`config.mk`:
```
export PLATFORM = sky130hd
export DESIGN_NAME = simd_lane_collector_flat
export DESIGN_NICKNAME = d
export VERILOG_FILES = /design/src/rtl/simd_lane_collector_if.sv /design/src/rtl/simd_lane_collector.sv /design/src/flat_wrapper.sv
export SDC_FILE = /design/constraint.sdc
export NUM_CORES = 1
export LEC_CHECK = 0
export CAP_MARGIN = 20
export CORE_UTILIZATION = 44
export CTS_CLUSTER_DIAMETER = 150
export CTS_CLUSTER_SIZE = 24
export DETAILED_ROUTE_END_ITERATION = 7
export PLACE_DENSITY = 0.72
export SLEW_MARGIN = 20
export SYNTH_ARGS = -nofsm -noshare
export SYNTH_HDL_FRONTEND = slang
export SYNTH_SLANG_ARGS = --single-unit
export TNS_END_PERCENT = 30
```
`constraint.sdc`:
```
create_clock -name clk -period 2.55 [get_ports clk]
set_clock_uncertainty 0.1 [all_clocks]
set_input_delay 0.51 -clock clk [delete_from_list [all_inputs] [get_ports clk]]
set_output_delay 0.51 -clock clk [all_outputs]
set_load 0.02 [all_outputs]
```
`src/rtl/simd_lane_collector_if.sv`:
```
// Handshake bundle between the SIMD result producer and the lane collector.
// slave = collector side, master = producer/consumer side.
interface simd_lane_collector_if #(
   parameter int NUM_LANES = 10,
   parameter int LANE_W    = 16,
   parameter int IDX_W     = 4
);
   logic                          in_valid;
   logic                          in_ready;
   logic [NUM_LANES*LANE_W-1:0]   lanes_in;
   logic                          out_valid;
   logic                          out_ready;
   logic [LANE_W-1:0]             out_data;
   logic [IDX_W-1:0]              out_index;
   logic                          out_last;

   modport master (
      output in_valid, lanes_in, out_ready,
      input  in_ready, out_valid, out_data, out_index, out_last
   );

   modport slave (
      input  in_valid, lanes_in, out_ready,
      output in_ready, out_valid, out_data, out_index, out_last
   );
endinterface

```
`src/rtl/simd_lane_collector.sv`:
```
// Captures NUM_LANES SIMD results in one cycle and streams them one lane per beat.
// Define SIMD_REDUCE_EN to append a reduction-sum beat (index NUM_LANES) to each packet.
module simd_lane_reg #(
   parameter int W = 16
) (
   input  logic         clk,
   input  logic         rst_n,
   input  logic         ld,
   input  logic [W-1:0] d,
   output logic [W-1:0] q
);
   always_ff @(posedge clk or negedge rst_n) begin
      if (!rst_n)  q <= '0;
      else if (ld) q <= d;
   end
endmodule

module simd_lane_collector #(
   parameter int NUM_LANES = 10,
   parameter int LANE_W    = 16,
   parameter int IDX_W     = 4
) (
   input  logic                   clk,
   input  logic                   rst_n,
   simd_lane_collector_if.slave   bus,
   output logic [7:0]             pkt_count
);
`ifdef SIMD_REDUCE_EN
   localparam int NUM_BEATS = NUM_LANES + 1;
   localparam logic [IDX_W-1:0] SUM_IDX = IDX_W'(NUM_LANES);
`else
   localparam int NUM_BEATS = NUM_LANES;
`endif
   localparam logic [IDX_W-1:0] LAST_IDX = IDX_W'(NUM_BEATS - 1);

   typedef enum logic {IDLE, SEND} state_t;

   state_t                          state_q, state_d;
   logic [NUM_LANES-1:0][LANE_W-1:0] buf_q;
   logic [IDX_W-1:0]                idx_q;
   logic                            cap, beat, last_beat;

   // Both handshakes are decoded from the registered state so the FSM has no comb loop.
   assign cap       = bus.in_valid && (state_q == IDLE);
   assign beat      = (state_q == SEND) && bus.out_ready;
   assign last_beat = beat && (idx_q == LAST_IDX);

   always_ff @(posedge clk or negedge rst_n) begin
      if (!rst_n) state_q <= IDLE;
      else        state_q <= state_d;
   end

   always_comb begin
      state_d       = state_q;
      bus.in_ready  = 1'b0;
      bus.out_valid = 1'b0;
      case (state_q)
         IDLE: begin
            bus.in_ready = 1'b1;
            if (cap) state_d = SEND;
         end
         SEND: begin
            bus.out_valid = 1'b1;
            if (last_beat) state_d = IDLE;
         end
         default: state_d = IDLE;
      endcase
   end

   for (genvar k = 0; k < NUM_LANES; k++) begin : g_lane
      simd_lane_reg #(.W(LANE_W)) u_lane (
         .clk   (clk),
         .rst_n (rst_n),
         .ld    (cap),
         .d     (bus.lanes_in[k*LANE_W +: LANE_W]),
         .q     (buf_q[k])
      );
   end

   always_ff @(posedge clk or negedge rst_n) begin
      if (!rst_n) begin
         idx_q     <= '0;
         pkt_count <= '0;
      end else begin
         if (cap)                     idx_q <= '0;
         else if (beat && !last_beat) idx_q <= idx_q + 1'b1;
         if (last_beat)               pkt_count <= pkt_count + 8'd1;
      end
   end

`ifdef SIMD_REDUCE_EN
   logic [LANE_W-1:0] sum_in, sum_q;

   // Summed from lanes_in at capture, so stalls can never desynchronise it from buf_q.
   always_comb begin
      sum_in = '0;
      for (int k = 0; k < NUM_LANES; k++)
         sum_in = sum_in + bus.lanes_in[k*LANE_W +: LANE_W];
   end

   always_ff @(posedge clk or negedge rst_n) begin
      if (!rst_n)   sum_q <= '0;
      else if (cap) sum_q <= sum_in;
   end
`endif

   always_comb begin
      bus.out_data  = '0;
      bus.out_index = '0;
      bus.out_last  = 1'b0;
      if (state_q == SEND) begin
         bus.out_index = idx_q;
         bus.out_last  = (idx_q == LAST_IDX);
`ifdef SIMD_REDUCE_EN
         if (idx_q == SUM_IDX) bus.out_data = sum_q;
         else                  bus.out_data = buf_q[idx_q];
`else
         bus.out_data = buf_q[idx_q];
`endif
      end
   end
endmodule
```
`src/flat_wrapper.sv`:
```
// flat-port wrapper written by rule: the top's interface ports become plain ports
module simd_lane_collector_flat 
#(
   parameter int NUM_LANES = 10,
   parameter int LANE_W    = 16,
   parameter int IDX_W     = 4
)
  (clk, rst_n, pkt_count, bus_in_valid, bus_lanes_in, bus_out_ready, bus_in_ready, bus_out_valid, bus_out_data, bus_out_index, bus_out_last);
  simd_lane_collector_if #(.NUM_LANES(NUM_LANES), .LANE_W(LANE_W), .IDX_W(IDX_W)) bus_i ();
  input  logic clk;
  input  logic rst_n;
  output logic [7:0] pkt_count;
  input wire logic [$bits(bus_i.in_valid)-1:0] bus_in_valid;
  input wire logic [$bits(bus_i.lanes_in)-1:0] bus_lanes_in;
  input wire logic [$bits(bus_i.out_ready)-1:0] bus_out_ready;
  output wire logic [$bits(bus_i.in_ready)-1:0] bus_in_ready;
  output wire logic [$bits(bus_i.out_valid)-1:0] bus_out_valid;
  output wire logic [$bits(bus_i.out_data)-1:0] bus_out_data;
  output wire logic [$bits(bus_i.out_index)-1:0] bus_out_index;
  output wire logic [$bits(bus_i.out_last)-1:0] bus_out_last;
  assign bus_i.in_valid = bus_in_valid;
  assign bus_i.lanes_in = bus_lanes_in;
  assign bus_i.out_ready = bus_out_ready;
  assign bus_in_ready = bus_i.in_ready;
  assign bus_out_valid = bus_i.out_valid;
  assign bus_out_data = bus_i.out_data;
  assign bus_out_index = bus_i.out_index;
  assign bus_out_last = bus_i.out_last;
  simd_lane_collector #(.NUM_LANES(NUM_LANES), .LANE_W(LANE_W), .IDX_W(IDX_W)) u_core (.clk(clk), .rst_n(rst_n), .bus(bus_i), .pkt_count(pkt_count));
endmodule
```
Word level (Yosys, flattened, before mapping)

Index checks and enable logic that the tools add are counted.

Register bits after elaboration: 173
Bits in latches: 0
Bits in writable memories: 0
Memory bits (read-only): 0
Input port bits: 164
Output and inout port bits: 31
Logic and storage cells: 36
Memories kept: 0

$add $sub $neg: 2
Multipliers: 0
Divide/modulo/power cells: 0
$lt $le $gt $ge: 1
Eq/ne operators: 1
Shifts and indexed selects: 0
Mux-type cells: 12
Bitwise gates (word level): 1
Reductions and logical operators: 6

Operators by type and width:

| kind                | count |
|---|---|
| $bmux 16 s4         | 1 |
| $mux 16             | 2 |
| $mux 4              | 3 |
| $add 8x1->8 const B | 1 |
| $lt 4x5->1 const B  | 1 |
| $mux 1              | 5 |
| $add 4x1->4 const B | 1 |
| $eq 4x4->1 const B  | 1 |
| $logic_and 1x1->1   | 4 |
| $pmux 1 s2          | 1 |
| $reduce_bool 2->1   | 1 |
| $logic_not 1->1     | 1 |
| $not 1->1           | 1 |

Logic depth before layout (Yosys ltp)

Gate-level depths: netlist of run 1.

Word-level depth: 6
Depth in mapped cells: 7

Hierarchy

From an unflattened synthesis of run 1, not the netlist that was laid out.

Cell total of the unflattened synthesis: 558
Area, all modules: 8725.9 µm²

Modules (own cells, without submodules):

| module              | times used | cells an instance | area each (µm²) | sequential area each (µm²) |
|---|---|---|---|---|
| simd_lane_reg       | 10         | 34                | 649.4           | 400.4 |
| simd_lane_collector | 1          | 218               | 2232.1          | 325.3 |

Least setup slack after synthesis of run 1

OpenSTA, ideal clock, no wires.

Kind: register to output
Start point: reg u_core.idx_q[0]
End point: out bus_out_data[2]
Arrival time: 1.789 ns
Setup slack: 0.151 ns
Stages on the path, launching flop included: 7
Cells stage by stage: dfrtp_1 buf_4 buf_12 buf_12 mux2i_1 a221o_1 a211oi_1

Cells in the longest elaborated chain, start to end: 3

RTL lines:

| element                       | RTL line                   | text |
|---|---|---|
| from (decl)                   | simd_lane_collector.sv:40  | `logic [IDX_W-1:0] idx_q;` |
| from (signal assigned)        | simd_lane_collector.sv:86  | `else if (beat && !last_beat) idx_q <= idx_q + 1'b1;` |
| $bmux 16 s4                   | simd_lane_collector.sv:118 | `bus.out_data = buf_q[idx_q];` |
| $mux 16 (implied by the code) | simd_lane_collector.sv:118 |  |
| $mux 16                       | simd_lane_collector.sv:111 | `if (state_q == SEND) begin` |
| to (decl)                     | flat_wrapper.sv:18         | `output wire logic [$bits(bus_i.out_data)-1:0] bus_out_data;` |

Every way passes these cells. The select of a mux whose other input is x is not followed.

Worst setup path after layout of run 1

Start point: reg u_core.idx_q[0]
End point: out bus_out_data[10]

The elaborated chain is that of the path after synthesis.

==> out/qor.txt, run 1 <==
Power Density: 1230 mW/mm²
CP max FO: 5
layout cells sized above 1: 41.4%
syn_nets: 723
RSZ-0062 raised after global routing: true
vias in the first global route: 5868
Via-to-Cell Ratio: 5.47
synthesized instance count: 556
Initial Util: 45.1%
total track usage: 24.5%
RD Place Congestion: 0.849
Finished Cell Area: 0.0115 mm²
Setup CP Type: flop to output pin
CTS Root Cell: clkbuf_16
Yosys warnings: 0
crit end category: output pin
first-pass detailed-route iteration total: 5
Num CTS Buffers: 17
Async SR Flop Fraction: 100%
VDD IR-drop max: 0.608 mV
row count: 49
startpoint types: flop
DP HPWL: 16200 µm
non-filler instance count after layout: 1022
syn_area_per_cell: 14.6 µm²
Hold WC Path Type: flop to flop
worst skew pair latency: 0.42 ns
Tmin final: 2.92 ns
max-slew violation count: 0
clk slew on worst S/H paths: 0.06 ns
placed cell count: 967
register area share after synthesis: 53.3%
Critical Path RT: 1.94 ns
period utilization: 115%
Static Leak: 4.81 nW
core region area: 0.0180 mm²
Final #Nets: 947
Synth top area share: 53.3%
final hold violation count: 0
violated checks: negative setup slack
antenna violations before repair: 0
htree depth: 4
Area Overhead vs Synth: 41.3%
EDFF count, synth: 0
number of synthesized register bits: 173
initial drt markers: 304
Main synth FF type: dfrtp_1
TritonCTS clock tree: yes
area leader, netlist: dfrtp_1
Post-synth top cells: 177 x mux2_2, 173 x dfrtp_1, 32 x mux2i_1
Port Buffers: 194
Ant. Diodes: 0
CTS Sinks: 173
Placed Area: 0.0105 mm²
ANT nets after route: 0
Yosys cell types: 35
total number of vias: 5594
Worst Path Arrival: 2.31 ns
Post-Place Setup Slack: -0.265 ns
maximum clock rate: 342 MHz
Post-Route WL: 22500 µm
Ports: 195
global route overflow: 0
Slew @ Worst Pin: 0.457 ns
largest net degree at the start of global routing: 54
status: finished, violations left
count leader, synth: mux2_2
Final WS setup: -0.375 ns
Cell Area, Synth: 0.00812 mm²
Die Area: 0.0190 mm²
Hold Slack: 0.371 ns
Synth area leaders: dfrtp_1 53%, mux2_2 25%, mux4_2 4.4%
Max-Cap Viols: 0
# setup viols final: 17
die width: 138 µm
first-pass GRT wire length: 33800 µm
wire per inst: 22.0 µm
DRC: 0
slew margin rel.: 69.5%
CTS max path bufs: 2
die height: 138 µm
[sequential cells by signal (all words and copies together) (netlist names)]
name	flops
u_core.state_q	1
u_core.pkt_count	8
u_core.idx_q	4
u_core.g_lane.u_lane.q	160
[where the power goes]
group	switching (mW)	total, mW	internal [mW]	leakage [nW]
clock network	1.06	2.69	1.63	0.291
logic	2.87	6.56	3.68	2.39
registers	0.816	4.85	4.03	2.13
[worst max-delay path, stage by stage (launching register included)]
cell and delay (ns):
dfrtp_4 0.55, buf_12 0.16, buf_8 0.13, buf_6 0.11
mux2i_2 0.15, a221o_1 0.39, a211oi_2 0.23, buf_4 0.18
[kinds of logic after synthesis]
| group | synth area share (%) |
|---|---|
| mux | 32.9 |
| flops | 53.3 |
| compound gates | 6.36 |
| simple gates | 2.96 |
| buf+inv | 3.25 |
| xor+xnor | 0.755 |
| fa+ha+maj | 0.462 |
[stage by stage]
step	total power, mW	util [%]	TNS [ns]
floorplan	8.53	-	0
global placement	10.7	58.5	-3.09
detailed placement	10.9	58.5	-3.31
CTS	13.8	62.6	-4.30
global route	14.8	63.7	-5.11
finish	14.1	63.7	-4.09
[layout by cell type, fill, tap and decap left out, drive strengths merged]
cell type / netlist / final
a211oi: 32 / 32
a21oi: 4 / 4
a221o: 16 / 16
a311oi: 1 / 1
and2: 5 / 5
and3b: 1 / 1
buf: 33 / 69
bufinv: 0 / 3
clkbuf: 8 / 24
clkdlybuf4s15: 0 / 1
clkdlybuf4s50: 0 / 175
clkinv: 1 / 3
clkinvlp: 0 / 2
dfrtp: 173 / 173
dlygate4sd3: 0 / 1
ha: 3 / 3
inv: 3 / 4
mux2: 177 / 177
mux2i: 32 / 32
mux4: 16 / 16
nand2: 19 / 19
nand3: 3 / 3
nand3b: 1 / 1
nand4: 2 / 2
nor2: 5 / 5
nor2b: 2 / 2
nor3: 1 / 1
nor3b: 1 / 1
nor4: 4 / 4
o21ai: 2 / 2
o31ai: 1 / 1
or3: 2 / 2
or4: 1 / 1
xnor2: 1 / 1
xor2: 6 / 6
[cell type report]
class | count | area (µm²)
Clock buffer | 24 | 482
Fill cell | 1323 | 6550
Timing Repair Buffer | 246 | 2580
Inverter | 4 | 15.0
Multi-Input combinational cell | 338 | 3640
Tap cell | 229 | 287
Clock inverter | 8 | 131
Sequential cell | 173 | 4330
[final timing paths]
| check | from | to | slack [ns] | depth (start not counted) |
|---|---|---|---|---|
| worst max-delay path | u_core.idx_q[0]$_DFFE_PN0P_ | bus_out_data[10] | -0.37 | 7 |
| worst min-delay path | u_core.pkt_count[7]$_DFFE_PN0N_ | u_core.pkt_count[7]$_DFFE_PN0N_ | 0.37 | 1 |
| worst max register to register | u_core.idx_q[0]$_DFFE_PN0P_ | u_core.idx_q[2]$_DFFE_PN0P_ | 0.22 | 8 |
| worst min register to register | u_core.pkt_count[7]$_DFFE_PN0N_ | u_core.pkt_count[7]$_DFFE_PN0N_ | 0.37 | 1 |
| max in group asynchronous | rst_n | u_core.g_lane[1].u_lane.q[10]$_DFFE_PN0P_ | 1.05 | 3 |
| min in group asynchronous | rst_n | u_core.g_lane[7].u_lane.q[14]$_DFFE_PN0P_ | 0.48 | 2 |
[layer usage]
layer,up-vias,global-route usage (%),routed length [µm]
met5,-,0,0
met2,209,38.5,10700
met1,2842,32.7,9840
met4,0,7.79,346
li1,2520,-,-
met3,23,6.91,1630
[repair_timing]
item,in CTS,in global routing
hold buffers,1,0
setup buffers,5,16
endpoints found under the hold margin,39,0
pin swaps,24,19
cloned,1,0
gates resized for setup,97,25
setup endpoints to repair,18,17
No activity file was read; power rests on OpenSTA's default activity.
==> inputs of run 2 (changes only) <==
--- a/config.mk
+++ b/config.mk
@@ -10,6 +10,7 @@
 export CTS_CLUSTER_DIAMETER = 150
 export CTS_CLUSTER_SIZE = 24
 export DETAILED_ROUTE_END_ITERATION = 7
+export HOLD_SLACK_MARGIN = 0.15
 export PLACE_DENSITY = 0.72
 export SLEW_MARGIN = 20
 export SYNTH_ARGS = -nofsm -noshare
==> results of run 2 <==
The final DEF is identical to that of run 1; final timing and power are the same.
==> patch 1, RTL diff (flow settings as in run 2) <==
`NUM_LANES` is set to 10 in 3 places; all go to 20.
--- a/src/rtl/simd_lane_collector_if.sv
+++ b/src/rtl/simd_lane_collector_if.sv
@@ -1,7 +1,7 @@
 // Handshake bundle between the SIMD result producer and the lane collector.
 // slave = collector side, master = producer/consumer side.
 interface simd_lane_collector_if #(
-   parameter int NUM_LANES = 10,
+   parameter int NUM_LANES = 20,
    parameter int LANE_W    = 16,
    parameter int IDX_W     = 4
 );
--- a/src/rtl/simd_lane_collector.sv
+++ b/src/rtl/simd_lane_collector.sv
@@ -16,7 +16,7 @@
 endmodule
 
 module simd_lane_collector #(
-   parameter int NUM_LANES = 10,
+   parameter int NUM_LANES = 20,
    parameter int LANE_W    = 16,
    parameter int IDX_W     = 4
 ) (
--- a/src/flat_wrapper.sv
+++ b/src/flat_wrapper.sv
@@ -1,7 +1,7 @@
 // flat-port wrapper written by rule: the top's interface ports become plain ports
 module simd_lane_collector_flat 
 #(
-   parameter int NUM_LANES = 10,
+   parameter int NUM_LANES = 20,
    parameter int LANE_W    = 16,
    parameter int IDX_W     = 4
 )
Interface: changed (resized bus_lanes_in); port bits go from 195 to 355. No check against the original RTL was run, so the function may have changed too.
==> patch 1 against run 2 <==
- the flow still finishes with violations (setup timing)
- global-route usage shrank 2.0 points
- utilization shrank 2.4 points
- design area grew 44%
- sequential power grew 54%
- cell count grew 38%
- power grew 31%
- setup slack gained 0.0022 ns
- area after synthesis grew 48%
- sequential cell count grew 96
- routed wire length grew 38%
- critical endpoint is now bus_out_data[13]
- largest cell class unchanged
- highest routed layer is now met5
==> patch 1: results (changes against run 2) <==
The multi-input gate count was 416 (+23%). The largest registers in the layout are u_core.g_lane.u_lane.q (256), u_core.pkt_count (8), u_core.idx_q (4). The setup TNS came out at -5.452 ns (-1.362 ns). The tools report the setup violation total in the final timing report as 17 (unchanged). Global-route usage over all layers: 0.2252 (-0.01964). Number of instances in the synthesized netlist: 741 (+33%). The signed area change from the synthesized netlist to the final layout was 36.68%. The run finished, with violations left. The run gives 8,167 (+39%) as the number of global-route vias before repair. The worst path setup slack after routing was -0.3725 ns (+0.002230 ns); the number of fill cells in the layout was 2,085 (+58%).

The HPWL after detailed placement was 22,860 um (+41%); the pin slew with the least headroom to its limit was 0.4522 ns (-0.004624 ns). Startpoint of the most critical setup path: u_core.idx_q[1]. The portion of netlist area occupied by mux cells was 0.3738 (+0.04461). The clock-pin transition on the worst setup and hold timing paths is 0.09 ns (+0.03 ns). The logs give 397 (+31%) for the detailed router's first-iteration violation count and 31 (-11%) for the unique cell type count in the Yosys netlist.

The run gives 15 (-2) as the number of buffers added by the clock tree synthesis step. In this run the critical register-to-register path is launched from u_core.idx_q[1]. In the post-synthesis netlist, the biggest area contributors are dfrtp_1 56%, mux2_2 16%, mux4_2 12%. The number of port buffers was 290 (+49%).

The vias after detailed routing was 7,555 (+35%). For the standard cell area after detailed placement, the log shows 15,770 um2 (+50%). The fraction of layout cells with a size suffix above 1 came out at 0.3440 (-0.06963). First-pass iteration count of the detailed router: 4 (-1). The slowest cell on the critical path was mux4_2. The compound-cell area share of the yosys netlist is 0.01816 (-0.04545). The final reports fail on setup timing. The worst reg-to-reg path cell count was 7 (-1); the tap cell count was 341 (+49%).

The average wire per standard cell came out at 21.97 um (-0.15%). The cell count after placement is 1,375 (+42%), and the leakage power total is 6.700 nW (+39%).
==> patch 1: changes by cell type after synthesis, sizes merged, moves of 16 or more <==
cell,run 2,this run
dfrtp,173,269
mux2,177,257
mux4,16,64
a211oi,32,0
buf,33,50
a221o,16,0
==> patch 1: routing by layer <==
metal	vias up	GRT usage	wire [um]
li1	3395	-	-
met1	3904	0.3074	13490
met2	214	0.3591	14840
met3	40	0.04798	1894
met4	2	0.07579	738
met5	-	0	13
==> patch 1: power groups by stage <==
stage | clock (W) | sequential (W) | combinational, W
final | 0.00250 | 0.00745 | 0.00858
after global routing | 0.00274 | 0.00773 | 0.00916
after floorplan | 0 | 0.00714 | 0.00517
after detailed placement | 0 | 0.00752 | 0.00809
after CTS | 0.00258 | 0.00744 | 0.00851
after global placement | 0 | 0.00741 | 0.00794
==> patch 1: timing repair <==
item,4_1_cts,5_1_grt
hold buffers,1,0
pin swaps,4,4
setup buffers,8,0
setup endpoints to repair,21,19
gates cloned,3,0
endpoints found under the hold margin,32,0
resized for setup,106,19
==> patch 2, RTL diff (config.mk and constraints of run 2) <==
Without the edit above. Put one more register stage on the output `pkt_count`, with the module's reset. The value now appears one clock later. The other outputs are not delayed to match.
--- a/src/rtl/simd_lane_collector.sv
+++ b/src/rtl/simd_lane_collector.sv
@@ -34,6 +34,8 @@
    localparam logic [IDX_W-1:0] LAST_IDX = IDX_W'(NUM_BEATS - 1);
 
    typedef enum logic {IDLE, SEND} state_t;
+
+   logic [7:0] pkt_count_s0;
 
    state_t                          state_q, state_d;
    logic [NUM_LANES-1:0][LANE_W-1:0] buf_q;
@@ -80,11 +82,11 @@
    always_ff @(posedge clk or negedge rst_n) begin
       if (!rst_n) begin
          idx_q     <= '0;
-         pkt_count <= '0;
+         pkt_count_s0 <= '0;
       end else begin
          if (cap)                     idx_q <= '0;
          else if (beat && !last_beat) idx_q <= idx_q + 1'b1;
-         if (last_beat)               pkt_count <= pkt_count + 8'd1;
+         if (last_beat)               pkt_count_s0 <= pkt_count_s0 + 8'd1;
       end
    end
 
@@ -119,4 +121,12 @@
 `endif
       end
    end
+   always_ff @(posedge clk or negedge rst_n) begin
+      if (!rst_n) begin
+         pkt_count <= '0;
+      end else begin
+         pkt_count <= pkt_count_s0;
+      end
+   end
+
 endmodule
Function: same outputs for any inputs over 10 cycles, from zero or initial values and one cycle with rst_n low; that may be too few to reach the edited logic, so the function may still have changed.
==> patch 2 against run 2 <==
- the flow still finishes with violations (setup timing)
- sequential cell count increased by 8
- die area increased by 2.4%
- design area decreased by 0.73%
- fmax increased by 5.7%
- power decreased by 1.8%
- area after synthesis increased by 2.5%
- routed wire length decreased by 3.7%
- setup slack improved by 0.16 ns
- critical path type unchanged
- largest cell class unchanged
- highest routed layer is now met5
==> patch 2: results (changes against run 2) <==
The run finished, with violations left. The final reports fail on setup timing. The startpoint of the worst-slack reg-to-reg timing path is u_core.idx_q[1].

For the sum of routed wire length over all layers, the log shows 21,660 um (-3.7%). The wire length of the first global-routing pass was 34,250 um (+1.5%). The HPWL after detailed placement is 15,940 um (-1.6%), and the net count after synthesis is 731 (+1.1%).

The fraction of synthesized cell area in xor and xnor cells was 0.007366 (-0.0001815). The tools report the unique cell type count in the Yosys netlist as 36 (+2.9%). The setup TNS came out at -2.520 ns (+1.570 ns). The endpoint of the most critical setup path is bus_out_data[13]. The portion of netlist area occupied by mux cells came out at 0.3213 (-0.007918).

For the worst path setup slack after routing, the log shows -0.2179 ns (+0.1568 ns). The met3 global-route usage is 0.06573 (-0.003353). The logs give 0.004787 W (+0.69%) for the switching power of the nets and 0.3220 (-0.004866) for the met1 global-route usage. For the cell count after placement, the log shows 974 (+0.72%).

The largest registers in the layout are u_core.g_lane.u_lane.q (160), u_core.pkt_count (8), u_core.pkt_count_s0 (8). The number of global-route vias before repair was 5,951 (+1.4%); the largest fanout on the critical path was 22 (+17). Counting instances in the post-synthesis netlist gives the leading cell types as 181 x dfrtp_1, 176 x mux2_2, 32 x mux2i_1. The number of antenna violations at the first check in global routing was 2 (+2); the flop-to-flop setup slack was 0.51 ns (+0.29 ns).

The logs give 0.3695 (-0.01580) for the global routing usage on met2 and 16 (-1) for the setup violation total in the final timing report. Global-route usage over all layers: 0.2352 (-0.009691).
## patch 2: changes by cell type after synthesis
cell	before	now
dfrtp_1	173	181
mux2_2	177	176
mux2_1	0	1
## patch 2: cell type report
type	instances	area, um2	share of cell area
Inverter	4	15.01	0.001318
Timing Repair Buffer	224	2305	0.2023
Clock buffer	17	425.4	0.03735
Sequential cell	181	4533	0.3980
Multi-Input combinational cell	338	3641	0.3196
Tap cell	229	286.5	0.02515
Antenna cell	1	2.502	0.0002197
Clock inverter	15	182.7	0.01604
## patch 2: power groups by stage
stage	registers, W	clock network, W	logic, W
finish	0.00497	0.00271	0.00616
global route	0.00513	0.00291	0.00655
CTS	0.00497	0.00276	0.00620
detailed placement	0.00501	0	0.00603
global placement	0.00497	0	0.00589
floorplan	0.00466	0	0.00400
## patch 2: repair_timing
| item | 4_1_cts | 5_1_grt |
|---|---|---|
| setup endpoints to repair | 18 | 17 |
| resized for setup | 107 | 8 |
| pin swaps | 28 | 16 |
| setup buffers | 1 | 0 |
| hold buffers | 1 | 0 |
| hold endpoints to repair | 51 | 0 |
| gates cloned | 1 | 0 |
## patch 2: cells by family (layout without fill, tap and decap cells)
family / count (synthesis) / count (layout)
compound gates: 56 / 56
xor+xnor: 7 / 7
fa+ha+maj: 3 / 3
buf+inv: 45 / 260
flops: 181 / 181
mux: 225 / 225
other cells: 0 / 1
simple gates: 47 / 47
## patch 2: worst min path at each step
stage,from,to,slack (ns),cells after the start
CTS,u_core.pkt_count_s0[7],u_core.pkt_count[7],0.31,0
finish,u_core.pkt_count_s0[7],u_core.pkt_count[7],0.31,0
global route,u_core.pkt_count_s0[7],u_core.pkt_count[7],0.32,0
detailed placement,u_core.pkt_count_s0[7],u_core.pkt_count[7],0.28,0
floorplan,rst_n,u_core.g_lane[0].u_lane.q[0],0.11,0
global placement,u_core.pkt_count_s0[7],u_core.pkt_count[7],0.29,0
## patch 2: metal layers
| layer | vias up | part of all wire |
|---|---|---|
| li1 | 2509 | - |
| met5 | - | 0.00042 |
| met4 | 2 | 0.014 |
| met1 | 2789 | 0.46 |
| met3 | 23 | 0.063 |
| met2 | 172 | 0.47 |
## patch 2: stage by stage
step | cell area [um2] | hold WS [ns]
final | 11390 | 0.3075
after global routing | 11390 | 0.3164
after detailed placement | 10680 | 0.2839
after floorplan | 8323 | 0.1144
after CTS | 11390 | 0.3070
after global placement | 10680 | 0.2862
## patch 2: worst max-delay path, stage by stage (launching register included)
cell,delay [ns]
dfrtp_4,0.56
buf_12,0.20
mux2i_1,0.13
a221o_1,0.39
a211oi_2,0.25
buf_4,0.19
